$ cat src/rtl/fetch_sequencer_pkg.sv
// Shared constants for the fetch sequencer: opcodes, FSM encoding, PC width.
// Optional branch support is selected with the FETCH_BRANCH_EN macro.
package fetch_sequencer_pkg;

    localparam int PC_W = 2;

    localparam logic [1:0] OP_INC = 2'b00;
    localparam logic [1:0] OP_NOP = 2'b01;
    localparam logic [1:0] OP_BRZ = 2'b10;
    localparam logic [1:0] OP_HLT = 2'b11;

    typedef enum logic [2:0] {
        S_IDLE   = 3'd0,
        S_FETCH  = 3'd1,
        S_DECODE = 3'd2,
        S_EXEC   = 3'd3,
        S_HALT   = 3'd4
    } state_t;

    localparam logic [7:0] RETIRED_MAX = 8'hFF;

    function automatic logic [7:0] sat_inc(input logic [7:0] v);
        return (v == RETIRED_MAX) ? v : v + 8'd1;
    endfunction

endpackage

$ cat src/rtl/fetch_sequencer_pc_counter.sv
// Two-bit wrapping program counter with load and increment controls.
// Load takes priority over increment.
module pc_counter
    import fetch_sequencer_pkg::*;
(
    input  logic            clock,
    input  logic            reset,
    input  logic            load,
    input  logic            inc,
    input  logic [PC_W-1:0] target,
    output logic [PC_W-1:0] count
);

    logic [PC_W-1:0] count_q;
    logic [PC_W-1:0] count_d;

    always_comb begin
        count_d = count_q;
        if (load) begin
            count_d = target;
        end else if (inc) begin
            count_d = count_q + 1'b1;
        end
    end

    always_ff @(posedge clock) begin
        if (reset) begin
            count_q <= '0;
        end else begin
            count_q <= count_d;
        end
    end

    assign count = count_q;

endmodule

$ cat src/rtl/fetch_sequencer.sv
// Non-overlapped FETCH/DECODE/EXECUTE sequencer for a 4-word, 2-bit RAM.
// Define FETCH_BRANCH_EN to make opcode 10 branch to 0 when status_in is low.
module fetch_sequencer
    import fetch_sequencer_pkg::*;
(
    input  logic            clock,
    input  logic            reset,
    input  logic            run,
    input  logic            halt_req,
    input  logic [1:0]      ram_instr,
    input  logic            status_in,
    output logic [PC_W-1:0] pc,
    output logic [1:0]      ir,
    output logic            exec_inc,
    output logic            busy,
    output logic            halted,
    output logic [7:0]      retired
);

    state_t     state_q, state_d;
    logic [1:0] ir_q, ir_d;
    logic [7:0] retired_q, retired_d;
    logic       exec_inc_q, exec_inc_d;
    logic       busy_q, busy_d;
    logic       halted_q, halted_d;
    logic       pc_load;
    logic       pc_inc;
    logic       br_taken;

`ifdef FETCH_BRANCH_EN
    assign br_taken = (ir_q == OP_BRZ) && !status_in;
`else
    logic unused_status;
    assign unused_status = status_in;
    assign br_taken      = 1'b0;
`endif

    always_comb begin
        state_d   = state_q;
        ir_d      = ir_q;
        retired_d = retired_q;
        pc_load   = 1'b0;
        pc_inc    = 1'b0;
        unique case (state_q)
            S_IDLE: begin
                if (run && !halt_req) state_d = S_FETCH;
            end
            S_FETCH: begin
                ir_d    = ram_instr;
                state_d = S_DECODE;
            end
            S_DECODE: state_d = S_EXEC;
            S_EXEC: begin
                retired_d = sat_inc(retired_q);
                if (ir_q == OP_HLT) begin
                    state_d = S_HALT;
                end else begin
                    pc_load = br_taken;
                    pc_inc  = !br_taken;
                    state_d = halt_req ? S_IDLE : S_FETCH;
                end
            end
            S_HALT: state_d = S_HALT;
            default: state_d = S_IDLE;
        endcase
        // Outputs are registered, so derive them from the next state.
        exec_inc_d = (state_q == S_DECODE) && (ir_q == OP_INC);
        busy_d     = (state_d == S_FETCH) || (state_d == S_DECODE)
                  || (state_d == S_EXEC);
        halted_d   = (state_d == S_HALT);
    end

    always_ff @(posedge clock) begin
        if (reset) begin
            state_q    <= S_IDLE;
            ir_q       <= OP_INC;
            retired_q  <= '0;
            exec_inc_q <= 1'b0;
            busy_q     <= 1'b0;
            halted_q   <= 1'b0;
        end else begin
            state_q    <= state_d;
            ir_q       <= ir_d;
            retired_q  <= retired_d;
            exec_inc_q <= exec_inc_d;
            busy_q     <= busy_d;
            halted_q   <= halted_d;
        end
    end

    pc_counter u_pc (
        .clock  (clock),
        .reset  (reset),
        .load   (pc_load),
        .inc    (pc_inc),
        .target ('0),
        .count  (pc)
    );

    assign ir       = ir_q;
    assign exec_inc = exec_inc_q;
    assign busy     = busy_q;
    assign halted   = halted_q;
    assign retired  = retired_q;

endmodule

$ cat config.mk
export PLATFORM = sky130hd
export DESIGN_NAME = fetch_sequencer
export DESIGN_NICKNAME = d
export VERILOG_FILES = /design/src/rtl/fetch_sequencer_pkg.sv /design/src/rtl/fetch_sequencer_pc_counter.sv /design/src/rtl/fetch_sequencer.sv
export SDC_FILE = /design/constraint.sdc
export NUM_CORES = 1
export LEC_CHECK = 0
export CAP_MARGIN = 5
export CORE_MARGIN = 10
export CORE_UTILIZATION = 42
export DETAILED_ROUTE_END_ITERATION = 6
export GPL_TIMING_DRIVEN = 0
export PLACE_DENSITY = 0.72
export SETUP_SLACK_MARGIN = 0.2
export SYNTH_ARGS = -nofsm -noshare
export SYNTH_HDL_FRONTEND = slang
export SYNTH_SLANG_ARGS = --single-unit
$ cat constraint.sdc
create_clock -name clock -period 5 [get_ports clock]
set_clock_uncertainty 0.2 [all_clocks]
set_input_delay 0.75 -clock clock [delete_from_list [all_inputs] [get_ports clock]]
set_output_delay 0.75 -clock clock [all_outputs]
set_load 0.05 [all_outputs]
Yosys cells after proc, flatten, opt, wreduce, memory -nomap -nowiden
Cells that the tools add are included.

Add/subtract/negate cells: 2. $mul: 0. Div/mod/pow operators: 0. Order comparisons: 0. Equal/unequal tests: 10. Shifts and indexed selects: 0. Mux-type cells: 6. Bitwise gates (word level): 1. Reductions and logical operators: 8.

Operator list (number): $pmux W3 S5 (1); $eq A3 B2 Y1 const B (4); $add A8 B1 Y8 const B (1); $eq A8 B8 Y1 const B (1); $eq A3 B1 Y1 const B (2); $eq A3 B3 Y1 const B (2); $mux W3 (2); $logic_not A3 Y1 (1); $mux W1 (3); $add A2 B1 Y2 const B (1); $eq A2 B2 Y1 const B (1); $logic_and A1 B1 Y1 (2); $logic_not A2 Y1 (1); $logic_or A1 B1 Y1 (2); $reduce_and A2 Y1 (1); $logic_not A1 Y1 (1); $not A1 Y1 (1).

Bits in registers: 18. Latch bits: 0. RAM bits: 0. Memory bits (read-only): 0. Input bits: 7. Output and inout bits: 15. Word-level logic and storage cells: 34. Memories kept: 0.

Logic depth before layout (Yosys ltp)
Gate-level depths: netlist of run 1.

Depth after elaboration: 7. Mapped depth: 5. Depth with buffers taken out: 5.

Hierarchy
From an unflattened synthesis of run 1, not the netlist that was laid out.

Cell total of the unflattened synthesis: 88. Area, all modules: 798.3 um^2.

Modules (own cells, without submodules): fetch_sequencer (times used 1, cells each 78, area each 695.7 um^2, seq. area each 320.3 um^2); pc_counter (times used 1, cells each 10, area each 102.6 um^2, seq. area each 40.0 um^2).

Least setup slack after synthesis of run 1
Ideal clock, no wire load.

Path kind: reg2reg. Start: reg retired_q[0] (netlist: retired[0]). End: reg retired_q[1] (netlist: retired[1]). Setup time: 128 ps. Arrival time: 1595 ps. Required time: 4672 ps. Path slack: 3078 ps. Cell stages (with the launch flop): 6. Path buffers: 0. Clock period less this slack: 1922 ps. Path through: dfxtp_1 ha_1 nand3_1 o21ai_4 mux2i_1 nor2_1.

Longest elaborated chain between the ends: 3. Elaborated cells between the ends (all ways): 4. Those cells by class: add/sub: 1; eq/ne: 1; bitwise: 1; reduce/logical: 1.

RTL lines: from (decl) (RTL line fetch_sequencer.sv:22) `logic [7:0] retired_q, retired_d;`; from (signal assigned) (RTL line fetch_sequencer.sv:84) `retired_q <= retired_d;`; parallel branches: the longest is 3 deep, another holds $add A8 B1 Y8.

Parallel ways; which one is timed is not known. A chain may end at the register's enable or synchronous reset.

Worst setup path in the final report of run 1
Start: reg retired_q[2] (netlist: retired[2]). End: out retired[2].

RTL lines: to (decl) (RTL line fetch_sequencer.sv:17) `output logic [7:0] retired`.

No word-level cell between the ends.

==> results of run 1 <==
[power by group]
part / internal (uW) / switching (uW)
logic: 12.1 / 16.8
clock network: 28.0 / 40.9
registers: 147 / 3.78
total: 187 / 61.5
[state kept, by name, summed over array words and instances (netlist names)]
name / cells
busy: 1
exec_inc: 1
halted: 1
ir: 2
retired: 8
state_q: 3
u_pc.count: 2
[cell usage after synthesis, types with 2 or more instances]
| library cell | instances | area [um2] |
|---|---|---|
| sky130_fd_sc_hd__xor2_1 | 7 | 61.3 |
| sky130_fd_sc_hd__mux2i_1 | 3 | 30.0 |
| sky130_fd_sc_hd__nand2_1 | 7 | 26.3 |
| sky130_fd_sc_hd__dfxtp_1 | 18 | 360 |
| sky130_fd_sc_hd__inv_1 | 2 | 7.51 |
| sky130_fd_sc_hd__nor2_1 | 13 | 48.8 |
| sky130_fd_sc_hd__o31ai_1 | 2 | 15.0 |
| sky130_fd_sc_hd__o211ai_1 | 2 | 15.0 |
| sky130_fd_sc_hd__nand3_1 | 3 | 15.0 |
| sky130_fd_sc_hd__or4_1 | 2 | 15.0 |
| sky130_fd_sc_hd__a21oi_1 | 6 | 30.0 |
[worst paths after layout]
| kind | start | endpoint | slack (ns) |
|---|---|---|---|
| max | retired[2] | retired[2] | 2.45 |
| max reg2reg | retired[0] | retired[7] | 3.23 |
| min reg2reg | retired[7] | retired[7] | 0.33 |
| min | retired[7] | retired[7] | 0.33 |
[area by class of cell]
cell class,instances,area share (%)
inverter,2,0.725
tap,25,3.02
clock buffer,3,2.17
timing repair buffer,20,19.3
sequential,18,34.8
multi-input combinational,61,38.5
buffer,2,1.45
[metal layers]
metal | up-vias | routed length (um) | GRT usage [%]
met3 | 2 | 134 | 5.30
met5 | - | 0 | 0
met4 | 0 | 14 | 1.68
met1 | 296 | 770 | 9.64
li1 | 342 | - | -
met2 | 15 | 722 | 12.2
[cell families after synthesis]
| kind of cell | after synthesis |
|---|---|
| flip-flops | 18 |
| multiplexers | 3 |
| AO/OA/AOI/OAI | 15 |
| adder cells (fa/ha/maj) | 1 |
| AND/OR/NAND/NOR | 35 |
| XOR/XNOR | 7 |
| buffers and inverters | 4 |
[stage by stage]
| stage | worst slack [ns] | instances | total power (uW) | area [um2] | hold slack (ns) |
|---|---|---|---|---|---|
| after detailed placement | 2.76 | 128 | 183 | 1010 | 0.309 |
| after floorplan | 3.08 | 83 | 171 | 782 | 0.281 |
| final | 2.45 | 131 | 248 | 1040 | 0.327 |
| after global routing | 2.40 | 131 | 261 | 1040 | 0.379 |
| after global placement | 2.77 | 128 | 182 | 1010 | 0.299 |
| after CTS | 2.43 | 131 | 251 | 1040 | 0.324 |
==> results.yml, run 1 <==
outcome:
  outcome: "finished clean"
floorplan:
  die_area_um2: 3990
  io_pins: 22
  starting_density_of_the_core_pct: 44.8
  area_of_the_placeable_core_um2: 1750
  die_boundary_height_um: 63.2
  std_cell_rows: 15
  fp.dieW_um: 63.2
global_route:
  overflow: 0
  grt_pass1_wl_mm: 2.74
  antenna_found_initial: 0
  grt.total_usage_pct: 8.21
  via_count_of_the_first_global_routing_pass: 579
  grt_max_degree: 11
clock_network:
  clk_pin_slew_ns: 0.09
  clock_tree.htree_level_count: 1
  cts_made_buffers: 3
  post-cts-setup-buffers: 0
  cts-hold-fix-buffers: 0
  ctsLongestPathBuffers: 2
  cts-root-buf: "sky130_fd_sc_hd__clkbuf_4"
  ctsResizeCount: 0
  clk_latency_ns: 0.29
  clock_sinks: 18
  tritoncts: "built"
critical_path:
  timing.critical_path.required_ns: 4.05
  reg2reg_depth: 5
  timing.critical_path.slowest_stage_cell: "sky130_fd_sc_hd__clkdlybuf4s50_1"
  crit_path_max_incr_delay_ns: 0.85
  worst_setup_path_start_kind: "flop"
  crit_path_max_fanout: 5
  timing.setup.critical_path_class: "flop to output port"
  cp-end-kind: "output port"
  arrival_worst_endpoint_ns: 1.60
  path_depth: 1
  path_cells: "clkdlybuf4s50_1"
  timing.critical_path.buf_inv: 1
  critical_path.top_delay_family: "buffers and inverters"
yosys:
  postSynthCellCount: 83
  synth_edf_count: 0
  synth-seq-cells: 18
  post_synth_num_cell_types: 29
  dominant_combinational_cell_family_by_area_after_synthesis: "simple AND/OR/NAND/NOR gates"
  mux_contribution_to_synthesized_area_pct: 3.84
  postSynth.asyncResetShare_pct: 0
  synth_simple_gate_area_share_pct: 24.2
  syn-mean-instance-area_um2: 9.42
  yosys_warnings: 0
  synth_xor_area_share_pct: 7.84
  synth_fa_ha_area_share_pct: 1.60
  syn_nets: 91
  syn_area_um2: 782
  yosys_most_used_dff: "sky130_fd_sc_hd__dfxtp_1"
  synth_compound_area_share_pct: 13.6
  ys_seq_area_share_pct: 46.1
timing:
  finalHoldViolCount: 0
  timing.final.crit_period_ns: 2.55
  finalSetupViolCount: 0
  clock.fmax_mhz: 392
  finalSetupTns_ns: 0
  worst_case_headroom_to_the_max_slew_limit_pct: 65.4
  slew_worst_pin_ns: 0.517
  rsz0062_at_grt: "false"
  period_share_pct: 51.0
  final_max_slew_viol_count: 0
hold_path:
  worst_hold_path_type: "flop to flop"
  hold_depth: 2
cells_and_area:
  count_of_antenna_diodes_in_the_layout: 0
  seq_area_um2: 360
  syn_to_final_growth_pct: 32.5
  nFillCells: 165
  drive_gt1_share_pct: 6.60
  mostFrequentLayoutCell: "sky130_fd_sc_hd__clkdlybuf4s50_1"
  layout.cells.most_common_list: "sky130_fd_sc_hd__clkdlybuf4s50_1 (20), sky130_fd_sc_hd__dfxtp_1 (18), sky130_fd_sc_hd__nor2_1 (13)"
  design.final.nets: 116
  combined_area_of_the_multi_input_logic_cells_um2: 399
  finish.utilization_pct: 59.4
route:
  dr.pass1.iters: 4
  antenna_left: 0
  postRouteWirelength_mm: 1.64
  vias_per_cell: 5.00
  post-route-drc-count: 0
  vias: 655
  route.detailed.wl_per_inst_um: 12.5
  drt_first_iter_violations: 9
flow_run:
  cap_violations: 0
place:
  port_buffers: 20
  gp_routability_congestion: 0.776
  hpwl_mm: 1.28
power_and_ir_drop:
  vdd_drop_max_mv: 0.167
  leakage_uw: 0.000380
  power_per_cell_area_nw_per_um2: 240
(Power assumes the default switching activity.)
==> run 2, diff against run 1 <==
- CORE_UTILIZATION: 42 -> 41
- PLACE_DENSITY: 0.72 -> 0.73
- clock period: 5 -> 2.2 ns (I/O delays scaled with it)
==> run 2 against run 1 <==
  * Clock power rose by 120%
  * Utilization fell by 1.5 points
  * First-iteration DRC count did not move
  * Final area fell by 1.4%
  * Worst setup slack got worse by 2.2 ns
  * Largest cell class unchanged
  * Via count rose by 1.7%
  * Register-to-register slack got worse by 2.8 ns
  * Critical path type unchanged
  * Global-route usage rose by 0.64 points
  * Sequential cell count did not move
  * Cell count did not move
  * Sequential power rose by 130%
  * Power rose by 130%
==> results.yml, run 2 (synthesized netlist as in run 1, its figures left out) <==
clock_network:
  cts_made_buffers: 3
  post-cts-setup-buffers: 0
  ctsResizeCount: 12
  cts-hold-fix-buffers: 0
  cts-root-buf: "sky130_fd_sc_hd__clkbuf_4"
  clk_latency_ns: 0.28
  clock_sinks: 18
  clock_tree.htree_level_count: 1
  ctsLongestPathBuffers: 2
  clk_pin_slew_ns: 0.09
  tritoncts: "built"
floorplan:
  io_pins: 22
  die_area_um2: 4050
  die_boundary_height_um: 63.7
  starting_density_of_the_core_pct: 44.3
  area_of_the_placeable_core_um2: 1760
  fp.dieW_um: 63.7
  std_cell_rows: 15
cells_and_area:
  syn_to_final_growth_pct: 30.6
  mostFrequentLayoutCell: "sky130_fd_sc_hd__dfxtp_1"
  count_of_antenna_diodes_in_the_layout: 0
  layout.cells.most_common_list: "sky130_fd_sc_hd__dfxtp_1 (18), sky130_fd_sc_hd__nor2_1 (13), sky130_fd_sc_hd__dlygate4sd2_1 (12)"
  largest_register_ffs: 8
  design.final.nets: 116
  nFillCells: 183
  drive_gt1_share_pct: 6.60
global_route:
  grt.total_usage_pct: 8.85
  antenna_found_initial: 0
  overflow: 0
  grt_max_degree: 11
  via_count_of_the_first_global_routing_pass: 648
  grt_pass1_wl_mm: 2.99
critical_path:
  timing.critical_path.required_ns: 1.67
  worst_setup_path_start_kind: "flop"
  timing.setup.critical_path_class: "flop to output port"
  crit_start: "exec_inc"
  timing.critical_path.buf_inv: 1
  critical_path.top_delay_family: "buffers and inverters"
  timing.critical_path.slowest_stage_cell: "sky130_fd_sc_hd__clkdlybuf4s50_1"
  crit_path_max_incr_delay_ns: 0.79
  crit_path_max_fanout: 1
  path_cells: "clkdlybuf4s50_1"
  arrival_worst_endpoint_ns: 1.39
  rr_startpoint: "retired[0]"
  cp-end-kind: "output port"
route:
  vias_per_cell: 5.08
  route.detailed.wl_per_inst_um: 13.0
  antenna_left: 0
  dr.pass1.iters: 4
  post-route-drc-count: 0
  postRouteWirelength_mm: 1.70
  vias: 666
  drt_first_iter_violations: 9
timing:
  timing.final.crit_period_ns: 1.92
  rsz0062_at_grt: "false"
  finalSetupTns_ns: 0
  finalHoldViolCount: 0
  slew_worst_pin_ns: 0.497
  period_share_pct: 87.5
  minimum_hold_slack_ns: 0.324
  final_max_slew_viol_count: 0
  clock.fmax_mhz: 520
  worst_case_headroom_to_the_max_slew_limit_pct: 66.8
  finalSetupViolCount: 0
place:
  hpwl_mm: 1.32
  gp_routability_congestion: 0.819
  port_buffers: 20
power_and_ir_drop:
  vdd_drop_max_mv: 0.587
  leakage_uw: 0.000437
  power_per_cell_area_nw_per_um2: 548
hold_path:
  hold_path_startpoint: "u_pc.count[1]"
  worst_hold_path_type: "flop to flop"
outcome:
  outcome: "finished clean"
flow_run:
  cap_violations: 0
## run 2: worst paths after layout
check / endpoint / slack (ns) / cells after the start
hold / removal: u_pc.count[1] / 0.32 / 2
setup / recovery: exec_inc / 0.28 / 1
setup reg to reg: retired[5] / 0.42 / 5
hold reg to reg: u_pc.count[1] / 0.32 / 2
## run 2: metal layers
layer	part of all wire, %	global-route usage [%]	vias up
met5	0	0	-
met4	1.6	3.28	0
met3	5.2	3.71	2
met2	49	15.2	11
met1	44	9.38	315
li1	-	-	338
## run 2: cell type report
cell class                 instances  area (um2)  share of cell area (%)
multi-input combinational         61         399                    39.1
sequential                        18         360                    35.3
timing repair buffer              20         185                    18.1
tap                               25        31.3                    3.06
clock buffer                       3        22.5                    2.21
buffer                             2        15.0                    1.47
inverter                           2        7.51                   0.735
## run 2: metrics by stage
step           setup slack, ns  instances  utilization [%]  instance area (um2)  power (uW)
2_1_floorplan            0.278         83                -                  782         389
6_report                 0.276        131             57.9                 1020         559
5_1_grt                  0.212        131             57.9                 1020         585
3_3_place_gp             0.388        128             57.4                 1010         414
4_1_cts                  0.261        131             57.9                 1020         566
3_5_place_dp             0.380        128             57.4                 1010         415
## run 2: report_power, final
group / internal [uW] / switching (uW) / total (uW)
Combinational: 25.7 / 37.9 / 63.6
Sequential: 334 / 8.30 / 342
Clock: 63.5 / 90.1 / 154
